===== src/rtl/weight_fifo_pkg.sv =====
// Shared types and width helpers for the weight staging FIFO.
package weight_fifo_pkg;
    typedef enum logic [1:0] {
        IDLE  = 2'd0,
        DRAIN = 2'd1,
        FLUSH = 2'd2,
        DONE  = 2'd3
    } fsmState_e;

    function automatic int ptrWidth(input int depth);
        return (depth > 1) ? $clog2(depth) : 1;
    endfunction

    function automatic int cntWidth(input int depth);
        return $clog2(depth + 1);
    endfunction
endpackage


===== src/rtl/skew_delay_line.sv =====
// Fixed-length delay line for one column of weights plus its valid bit.
module skew_delay_line #(
    parameter int DATA_WIDTH = 8,
    parameter int DELAY      = 0
) (
    input  logic                  clk,
    input  logic                  reset,
    input  logic                  inValid,
    input  logic [DATA_WIDTH-1:0] inData,
    output logic                  outValid,
    output logic [DATA_WIDTH-1:0] outData
);
    if (DELAY == 0) begin : gPass
        assign outValid = inValid;
        assign outData  = inData;
    end else begin : gDelay
        logic [DELAY-1:0]                 vldPipe;
        logic [DELAY-1:0][DATA_WIDTH-1:0] datPipe;

        always_ff @(posedge clk or negedge reset) begin
            if (!reset) begin
                vldPipe <= '0;
                datPipe <= '0;
            end else begin
                vldPipe[0] <= inValid;
                datPipe[0] <= inData;
                for (int i = 1; i < DELAY; i++) begin
                    vldPipe[i] <= vldPipe[i-1];
                    datPipe[i] <= datPipe[i-1];
                end
            end
        end

        assign outValid = vldPipe[DELAY-1];
        assign outData  = datPipe[DELAY-1];
    end
endmodule


===== src/rtl/weight_stage_fifo.sv =====
// Row FIFO that drains a captured number of weight rows into a systolic array
// with per-column skew, column masking and a completion pulse.
module weight_stage_fifo
    import weight_fifo_pkg::*;
#(
    parameter int DATA_WIDTH = 8,
    parameter int NUM_COLS   = 4,
    parameter int DEPTH      = 4
) (
    input  logic                           clk,
    input  logic                           reset,
    input  logic                           in_valid,
    output logic                           in_ready,
    input  logic [NUM_COLS*DATA_WIDTH-1:0] in_data,
    input  logic                           start,
    input  logic [NUM_COLS-1:0]            col_mask,
    output logic [NUM_COLS*DATA_WIDTH-1:0] out_data,
    output logic [NUM_COLS-1:0]            out_valid,
    output logic                           done,
    output logic [$clog2(DEPTH+1)-1:0]     count,
    output logic                           full,
    output logic                           empty,
    output logic                           busy
);
    localparam int PW = ptrWidth(DEPTH);
    localparam int CW = cntWidth(DEPTH);
    localparam int FW = $clog2(NUM_COLS + 1);

    logic [NUM_COLS*DATA_WIDTH-1:0] mem [DEPTH];
    logic [PW-1:0] wrPtr, rdPtr;
    logic [CW-1:0] cnt, rowsLeft, rowsLeftNxt;
    logic [FW-1:0] flushCnt, flushCntNxt;
    fsmState_e     state, stateNxt;
    logic          push, pop;

    logic                           rowVld;
    logic [NUM_COLS*DATA_WIDTH-1:0] rowData;
    logic [NUM_COLS-1:0]                 skVld;
    logic [NUM_COLS-1:0][DATA_WIDTH-1:0] skData;

    assign full     = (cnt == CW'(DEPTH));
    assign empty    = (cnt == '0);
    assign in_ready = !full;
    assign count    = cnt;
    assign busy     = (state != IDLE);
    assign done     = (state == DONE);
    assign push     = in_valid && in_ready;
    assign pop      = (state == DRAIN);

    // Storage is deliberately left out of reset.
    always_ff @(posedge clk) begin
        if (push) mem[wrPtr] <= in_data;
    end

    always_ff @(posedge clk or negedge reset) begin
        if (!reset) begin
            wrPtr    <= '0;
            rdPtr    <= '0;
            cnt      <= '0;
            state    <= IDLE;
            rowsLeft <= '0;
            flushCnt <= '0;
            rowVld   <= 1'b0;
            rowData  <= '0;
        end else begin
            state    <= stateNxt;
            rowsLeft <= rowsLeftNxt;
            flushCnt <= flushCntNxt;
            rowVld   <= pop;
            if (push) wrPtr <= (wrPtr == PW'(DEPTH-1)) ? '0 : wrPtr + PW'(1);
            if (pop) begin
                rdPtr   <= (rdPtr == PW'(DEPTH-1)) ? '0 : rdPtr + PW'(1);
                rowData <= mem[rdPtr];
            end
            if (push && !pop)      cnt <= cnt + CW'(1);
            else if (pop && !push) cnt <= cnt - CW'(1);
        end
    end

    always_comb begin
        stateNxt    = state;
        rowsLeftNxt = rowsLeft;
        flushCntNxt = flushCnt;
        case (state)
            IDLE: if (start) begin
                if (cnt != '0) begin
                    stateNxt    = DRAIN;
                    rowsLeftNxt = cnt;
                end else begin
                    stateNxt = DONE;
                end
            end
            DRAIN: begin
                rowsLeftNxt = rowsLeft - CW'(1);
                if (rowsLeft == CW'(1)) begin
                    if (NUM_COLS > 1) begin
                        stateNxt    = FLUSH;
                        flushCntNxt = FW'(NUM_COLS - 1);
                    end else begin
                        stateNxt = DONE;
                    end
                end
            end
            FLUSH: begin
                flushCntNxt = flushCnt - FW'(1);
                if (flushCnt == FW'(1)) stateNxt = DONE;
            end
            DONE:    stateNxt = IDLE;
            default: stateNxt = IDLE;
        endcase
    end

    // Column c trails the registered row by c cycles so it meets its array column on time.
    for (genvar c = 0; c < NUM_COLS; c++) begin : gCol
        skew_delay_line #(
            .DATA_WIDTH(DATA_WIDTH),
            .DELAY     (c)
        ) uSkew (
            .clk     (clk),
            .reset   (reset),
            .inValid (rowVld),
            .inData  (rowData[c*DATA_WIDTH +: DATA_WIDTH]),
            .outValid(skVld[c]),
            .outData (skData[c])
        );
        assign out_valid[c] = skVld[c] && !col_mask[c];
        assign out_data[c*DATA_WIDTH +: DATA_WIDTH] = out_valid[c] ? skData[c] : '0;
    end
endmodule

===== config.mk =====
export PLATFORM = sky130hd
export DESIGN_NAME = weight_stage_fifo
export DESIGN_NICKNAME = d
export VERILOG_FILES = /design/src/rtl/weight_fifo_pkg.sv /design/src/rtl/skew_delay_line.sv /design/src/rtl/weight_stage_fifo.sv
export SDC_FILE = /design/constraint.sdc
export NUM_CORES = 1
export LEC_CHECK = 0
export CORE_UTILIZATION = 55
export CTS_CLUSTER_DIAMETER = 50
export CTS_CLUSTER_SIZE = 14
export DETAILED_ROUTE_END_ITERATION = 10
export PLACE_DENSITY = 0.77
export RECOVER_POWER = 50
export SYNTH_ARGS = -nofsm -noshare
export SYNTH_HDL_FRONTEND = slang
export SYNTH_SLANG_ARGS = --single-unit
export TNS_END_PERCENT = 30

===== constraint.sdc =====
create_clock -name clk -period 2.4 [get_ports clk]
set_input_delay 0.48 -clock clk [delete_from_list [all_inputs] [get_ports clk]]
set_output_delay 0.48 -clock clk [all_outputs]
set_load 0.03 [all_outputs]

After elaboration in Yosys (flattened, before gate mapping) --
Memory sizes are Yosys's and may differ from the RTL's. A register that Yosys moved wholly into a read port is not among the register bits. Cells that the tools add are included.
Storage, ports and cells: flip-flop bits (word level) 70, bits in latches 0, bits in writable memories 128, bits in read-only memories 0, input port bits 40, output and inout port bits 44, logic and storage cells 80, memories 1
Memory list:
- mem | words 4, bits a word 32, rd ports 1, clocked after Yosys merged registers in 1, wr ports 1, RTL line weight_stage_fifo.sv:29 | logic [NUM_COLS*DATA_WIDTH-1:0] mem [DEPTH];
Cells by class: $add $sub $neg 6, $mul 0, div/mod/pow operators 0, $lt $le $gt $ge 0, equal/unequal tests 12, shift-type cells 0, mux-type cells 20, bitwise logic cells 0, reductions and logical operators 25
Operators by type and width (number):
- $mux W8 | 4
- $mux W3 | 5
- $mux W2 | 6
- $pmux W3 S2 | 2
- $sub A3 B1 Y3 const B | 3
- $eq A2 B2 Y1 const B | 4
- $logic_not A1 Y1 | 8
- $pmux W2 S4 | 1
- $reduce_bool A2 Y1 | 4
- $logic_and A1 B1 Y1 | 7
- $eq A3 B1 Y1 const B | 2
- $ne A2 B2 Y1 const B | 3
- $reduce_and A3 Y1 | 2
- $add A2 B1 Y2 const B | 2
- $add A3 B1 Y3 const B | 1
- $eq A3 B3 Y1 const B | 1
- $logic_not A3 Y1 | 1
- $reduce_bool A3 Y1 | 1
- $eq A2 B1 Y1 const B | 1
- $logic_not A2 Y1 | 1
- $mux W1 | 2
- $ne A2 B1 Y1 const B | 1
- $reduce_and A2 Y1 | 1

Logic depth before layout (Yosys ltp) --
word-level depth 7, gate-level depth with buffers 10, gate-level depth less buffers 9

By module --
A second synthesis with hierarchy kept.
Second synthesis, totals: cells, all modules 455, area total of the unflattened synthesis 8744.6 sq um
Modules (own cells, without submodules):
- weight_stage_fifo | instances 1, cells each 376, area an instance 7205.7 sq um, seq. area each 5044.8 sq um
- skew_delay_line (gCol[3].uSkew) | instances 1, cells each 35, area an instance 735.7 sq um, seq. area each 675.6 sq um
- skew_delay_line (gCol[2].uSkew) | instances 1, cells each 26, area an instance 510.5 sq um, seq. area each 450.4 sq um
- skew_delay_line (gCol[1].uSkew) | instances 1, cells each 9, area an instance 225.2 sq um, seq. area each 225.2 sq um
- skew_delay_line (gCol[0].uSkew) | instances 1, cells each 9, area an instance 67.6 sq um, seq. area each 0.0 sq um

Worst setup path before layout --
No wires, ideal clock.
path type register -> register, start point reg cnt[0] (netlist: count[0]), end point reg cnt[2] (netlist: count[2]), library setup time 0.081 ns, arrival 2.227 ns, required time 2.319 ns, slack 0.092 ns, stages on the path, launching flop included 10, path buffers 0, period minus slack after synthesis 2.308 ns, cell sequence dfrtp_1 -> nor2_1 -> nand2_1 -> and2_1 -> ha_1 -> inv_1 -> fa_1 -> xor2_1 -> nor2_1 -> xor2_1
Between the ends: longest elaborated chain between the ends 6, elaborated cells between the ends (all ways) 11, classes of those cells add/sub (2); eq/ne (1); mux (2); reduce/logical (6)
Ends and longest elaborated chain:
- start: declaration | RTL line weight_stage_fifo.sv:31 | logic [CW-1:0] cnt, rowsLeft, rowsLeftNxt;
- start signal: assignment | RTL line weight_stage_fifo.sv:75 | if (push && !pop) cnt <= cnt + CW'(1);
- start signal: assignment | RTL line weight_stage_fifo.sv:76 | else if (pop && !push) cnt <= cnt - CW'(1);
- $eq A3 B3 Y1 * | RTL line weight_stage_fifo.sv:41 | assign full = (cnt == CW'(DEPTH));
- $logic_not A1 Y1 * | RTL line weight_stage_fifo.sv:43 | assign in_ready = !full;
- via in_ready | RTL line weight_stage_fifo.sv:13 | output logic in_ready,
- $logic_and A1 B1 Y1 * | RTL line weight_stage_fifo.sv:47 | assign push = in_valid && in_ready;
- via push | RTL line weight_stage_fifo.sv:34 | logic push, pop;
- $logic_not A1 Y1 | RTL line weight_stage_fifo.sv:76
- $logic_and A1 B1 Y1 | RTL line weight_stage_fifo.sv:76
- $reduce_bool A2 Y1 (no line)
The timed path passes the listed nets; every way through them passes the cells marked *. The select of a mux whose other input is x is not followed. A chain may end at the register's enable or synchronous reset.

Worst setup path in the final report --
start point reg cnt[0] (netlist: count[0]), end point out empty
Between the ends: longest elaborated chain between the ends 1
Ends and longest elaborated chain:
- $logic_not A3 Y1 | RTL line weight_stage_fifo.sv:42 | assign empty = (cnt == '0);
- end: declaration | RTL line weight_stage_fifo.sv:22 | output logic empty,
Every way passes these cells.

==> flow_metrics.py <==
metrics = {
    "power": {
        "leakage_uw": 0.00400,
        "peakVddDrop_mv": 0.567,
        "power_density_nw_per_um2": 1300,
    },
    "clock_tree": {
        "cts.sinks": 227,
        "ctsHoldBuffers": 0,
        "clkTransAtPathRegs_ns": 0.06,
        "cts_inserted_buffers": 21,
        "root_buffer": "clkbuf_16",
        "ctsLongestPathBuffers": 3,
        "htree_num_levels": 1,
        "clk_latency_ns": 0.49,
        "post_cts.repair.setup_buffers": 0,
        "cts_tree": "done",
    },
    "critical_path": {
        "start_kind": "flip-flop",
        "reg2reg_from": "count[0]",
        "cp_max_fo": 7,
        "worstSetupStartpoint": "count[0]",
        "worst_path_max_delay_cell": "dfrtp_1",
        "crit_path_end_kind": "primary output",
        "regToRegEndpoint": "count[2]",
        "crit_type": "reg2out",
        "worst-endpoint-required_ns": 1.92,
        "max_stage_delay_ns": 0.47,
        "cp_cell_sequence": "nor3_1 > dlygate4sd2_1",
        "cp.depth": 2,
        "crit_buf_inv": 1,
        "cp.arrival_ns": 1.81,
        "r2r_cells": 9,
        "r2r_setup_slack_ns": 0.24,
        "endpoint": "empty",
        "critical_path.top_delay_family": "flip-flops",
    },
    "detailed_routing": {
        "post_drt_wl_per_cell_um": 19.2,
        "drt-total-wl_um": 14200,
        "ant_nets": 0,
        "drt_iter0_drc": 277,
        "vias": 4006,
        "drc": 0,
        "drtPass1Iterations": 4,
        "vias_per_cell": 5.41,
    },
    "global_routing": {
        "grt_pass1_wl_um": 23200,
        "overflow": 0,
        "grt_max_degree": 50,
        "grt_usage_pct": 19.2,
        "grt_pass1_vias": 4261,
        "antenna_found_initial": 1,
    },
    "sta": {
        "rsz0062_at_grt": "no",
        "layout_min_cycle_time_ns": 2.29,
        "setup_viol": 0,
        "finalClockSkew_ns": 0.00760,
        "layout_setup_ws_ns": 0.110,
        "finalSetupTns_ns": 0,
        "tightestPinTransition_ns": 1.26,
        "hold_violations": 0,
        "relSlewSlack_pct": 15.7,
        "fin_crit_sh_pct": 95.4,
        "slew_violations": 0,
        "fmax_mhz": 437,
    },
    "cells_and_area": {
        "area_delta_synth_final_pct": 19.3,
        "drive_above_1_share_pct": 27.0,
        "fillers": 1000,
        "layout.nets": 592,
    },
    "synthesis": {
        "yosysTopAreaCell": "edfxtp_1",
        "synth-async-reset-ratio_pct": 43.6,
        "synth_mux_area_share_pct": 15.1,
        "ys_ff_latch": 227,
        "synth_compound_area_share_pct": 1.31,
        "synth_fa_ha_area_share_pct": 2.44,
        "synth-xor-area-share_pct": 0.411,
        "synth.avg_cell_area_sq_um": 19.7,
        "ys_seq_area_share_pct": 74.2,
        "synthCells": 433,
        "synth_edf_count": 128,
        "yosysTopAreaCellShare_pct": 45.1,
        "synthSimpleGateAreaFrac_pct": 4.39,
        "yosys-top-cells-count": "128 x edfxtp_1, 99 x dfrtp_1, 33 x and2_1",
        "synth_most_common_cell": "edfxtp_1",
        "synthFlopType": "edfxtp_1",
        "syn-cell-area_sq_um": 8520,
        "synth_top_family_by_area": "multiplexers",
        "yosysWarnings": 0,
        "synthTopCellsByArea": "edfxtp_1 45%, dfrtp_1 29%, mux4_2 7.4%, mux2_4 4.9%, and2_1 2.4%",
        "synth_nets": 489,
        "yosys.cell_types.count": 35,
    },
    "flow_run": {
        "drv_cap": 0,
    },
    "placement": {
        "pre_cts_slack_ns": -0.0312,
        "dp_hpwl_um": 8560,
        "globalplace.congestion": 0.729,
        "io_buffer_count": 83,
    },
    "min_path": {
        "hold_path.class": "in2async",
    },
    "run_status": {
        "status": "finished clean",
    },
    "die": {
        "initial_utilization_pct": 56.3,
        "io-pin-count": 84,
        "dieArea_sq_um": 16000,
        "num_rows": 45,
        "core_area_sq_um": 15100,
        "die_w_um": 126,
        "die_h_um": 126,
    },
}
## kinds of logic after synthesis
kind of cell    Yosys count
mux                      72
compound gates           16
flops                   227
xor+xnor                  4
buf+inv                  32
simple gates             66
fa+ha+maj                16
## through the flow
stage	utilization (%)	cells	instance area [sq um]	power (uW)	hold WS (ns)
2_1_floorplan	-	433	8520	9050	0.184
3_3_place_gp	63.3	701	9580	10100	0.332
3_5_place_dp	63.3	701	9580	10300	0.335
4_1_cts	67.3	739	10200	13400	0.0469
5_1_grt	67.1	739	10200	13900	0.349
6_report	67.1	740	10200	13200	0.256
## cells in the final DEF, fill, tap and decap left out, drive strengths merged, types with 2 or more instances in the layout
master / instances
o22ai: 3
buf: 48
clkbuf: 37
inv: 19
ha: 15
and3: 4
edfxtp: 128
nor2b: 7
dlygate4sd3: 27
a31oi: 3
dlygate4sd2: 4
and2: 33
nor2: 11
mux4: 32
nand3b: 2
mux2: 37
clkdlybuf4s50: 15
dfrtp: 99
mux2i: 3
nand2: 6
a21oi: 3
xor2: 3
## sequential cells by signal, indices dropped and copies added, names as in the netlist, 3 cells and up
register,count
gCol.uSkew.outData,24
mem,128
flushCnt,3
rowsLeft,3
count,3
rowData,32
gCol.uSkew.gDelay.vldPipe,3
gCol.uSkew.gDelay.datPipe,24
## layer usage
metal,track usage [%],wire [um],vias to the layer above
li1,-,-,1820
met1,24.5,5830,2081
met2,34.0,7480,86
met3,3.04,626,19
met4,6.02,254,0
met5,0,0,-
## layout make-up
cell class	count	area (sq um)	share of cell area, %
diodes	1	2.50	0.0246
clock buffers	34	584	5.75
clock inverters	4	37.5	0.369
inverters	15	56.3	0.554
multi-input cells	174	2030	19.9
flip-flops and latches	227	6320	62.2
well taps	188	235	2.31
repair buffers	97	905	8.90
## where the power goes
group | internal (uW) | total, uW | switching [uW]
clock | 1690 | 3050 | 1360
combinational | 2130 | 4100 | 1970
sequential | 5470 | 6060 | 584
total | 9290 | 13200 | 3920
## what timing repair did
| action | 4_1_cts | 5_1_grt |
|---|---|---|
| gates resized for setup | 4 | 1 |
| endpoints found under the setup margin | 4 | 1 |
| pin swaps | 0 | 0 |
## worst min path at each step
stage	startpoint	to	slack, ns	cells past startpoint
finish	reset	rowData[14]	0.26	1
global route	gCol[2].uSkew.gDelay.datPipe[4]	gCol[2].uSkew.outData[4]	0.35	0
CTS	reset	rowData[14]	0.05	1
detailed placement	gCol[2].uSkew.gDelay.datPipe[4]	gCol[2].uSkew.outData[4]	0.33	0
global placement	gCol[3].uSkew.gDelay.datPipe[10]	gCol[3].uSkew.outData[2]	0.33	0
floorplan	reset	count[0]	0.18	0
Note: power is estimated with default switching activity, not from simulation.
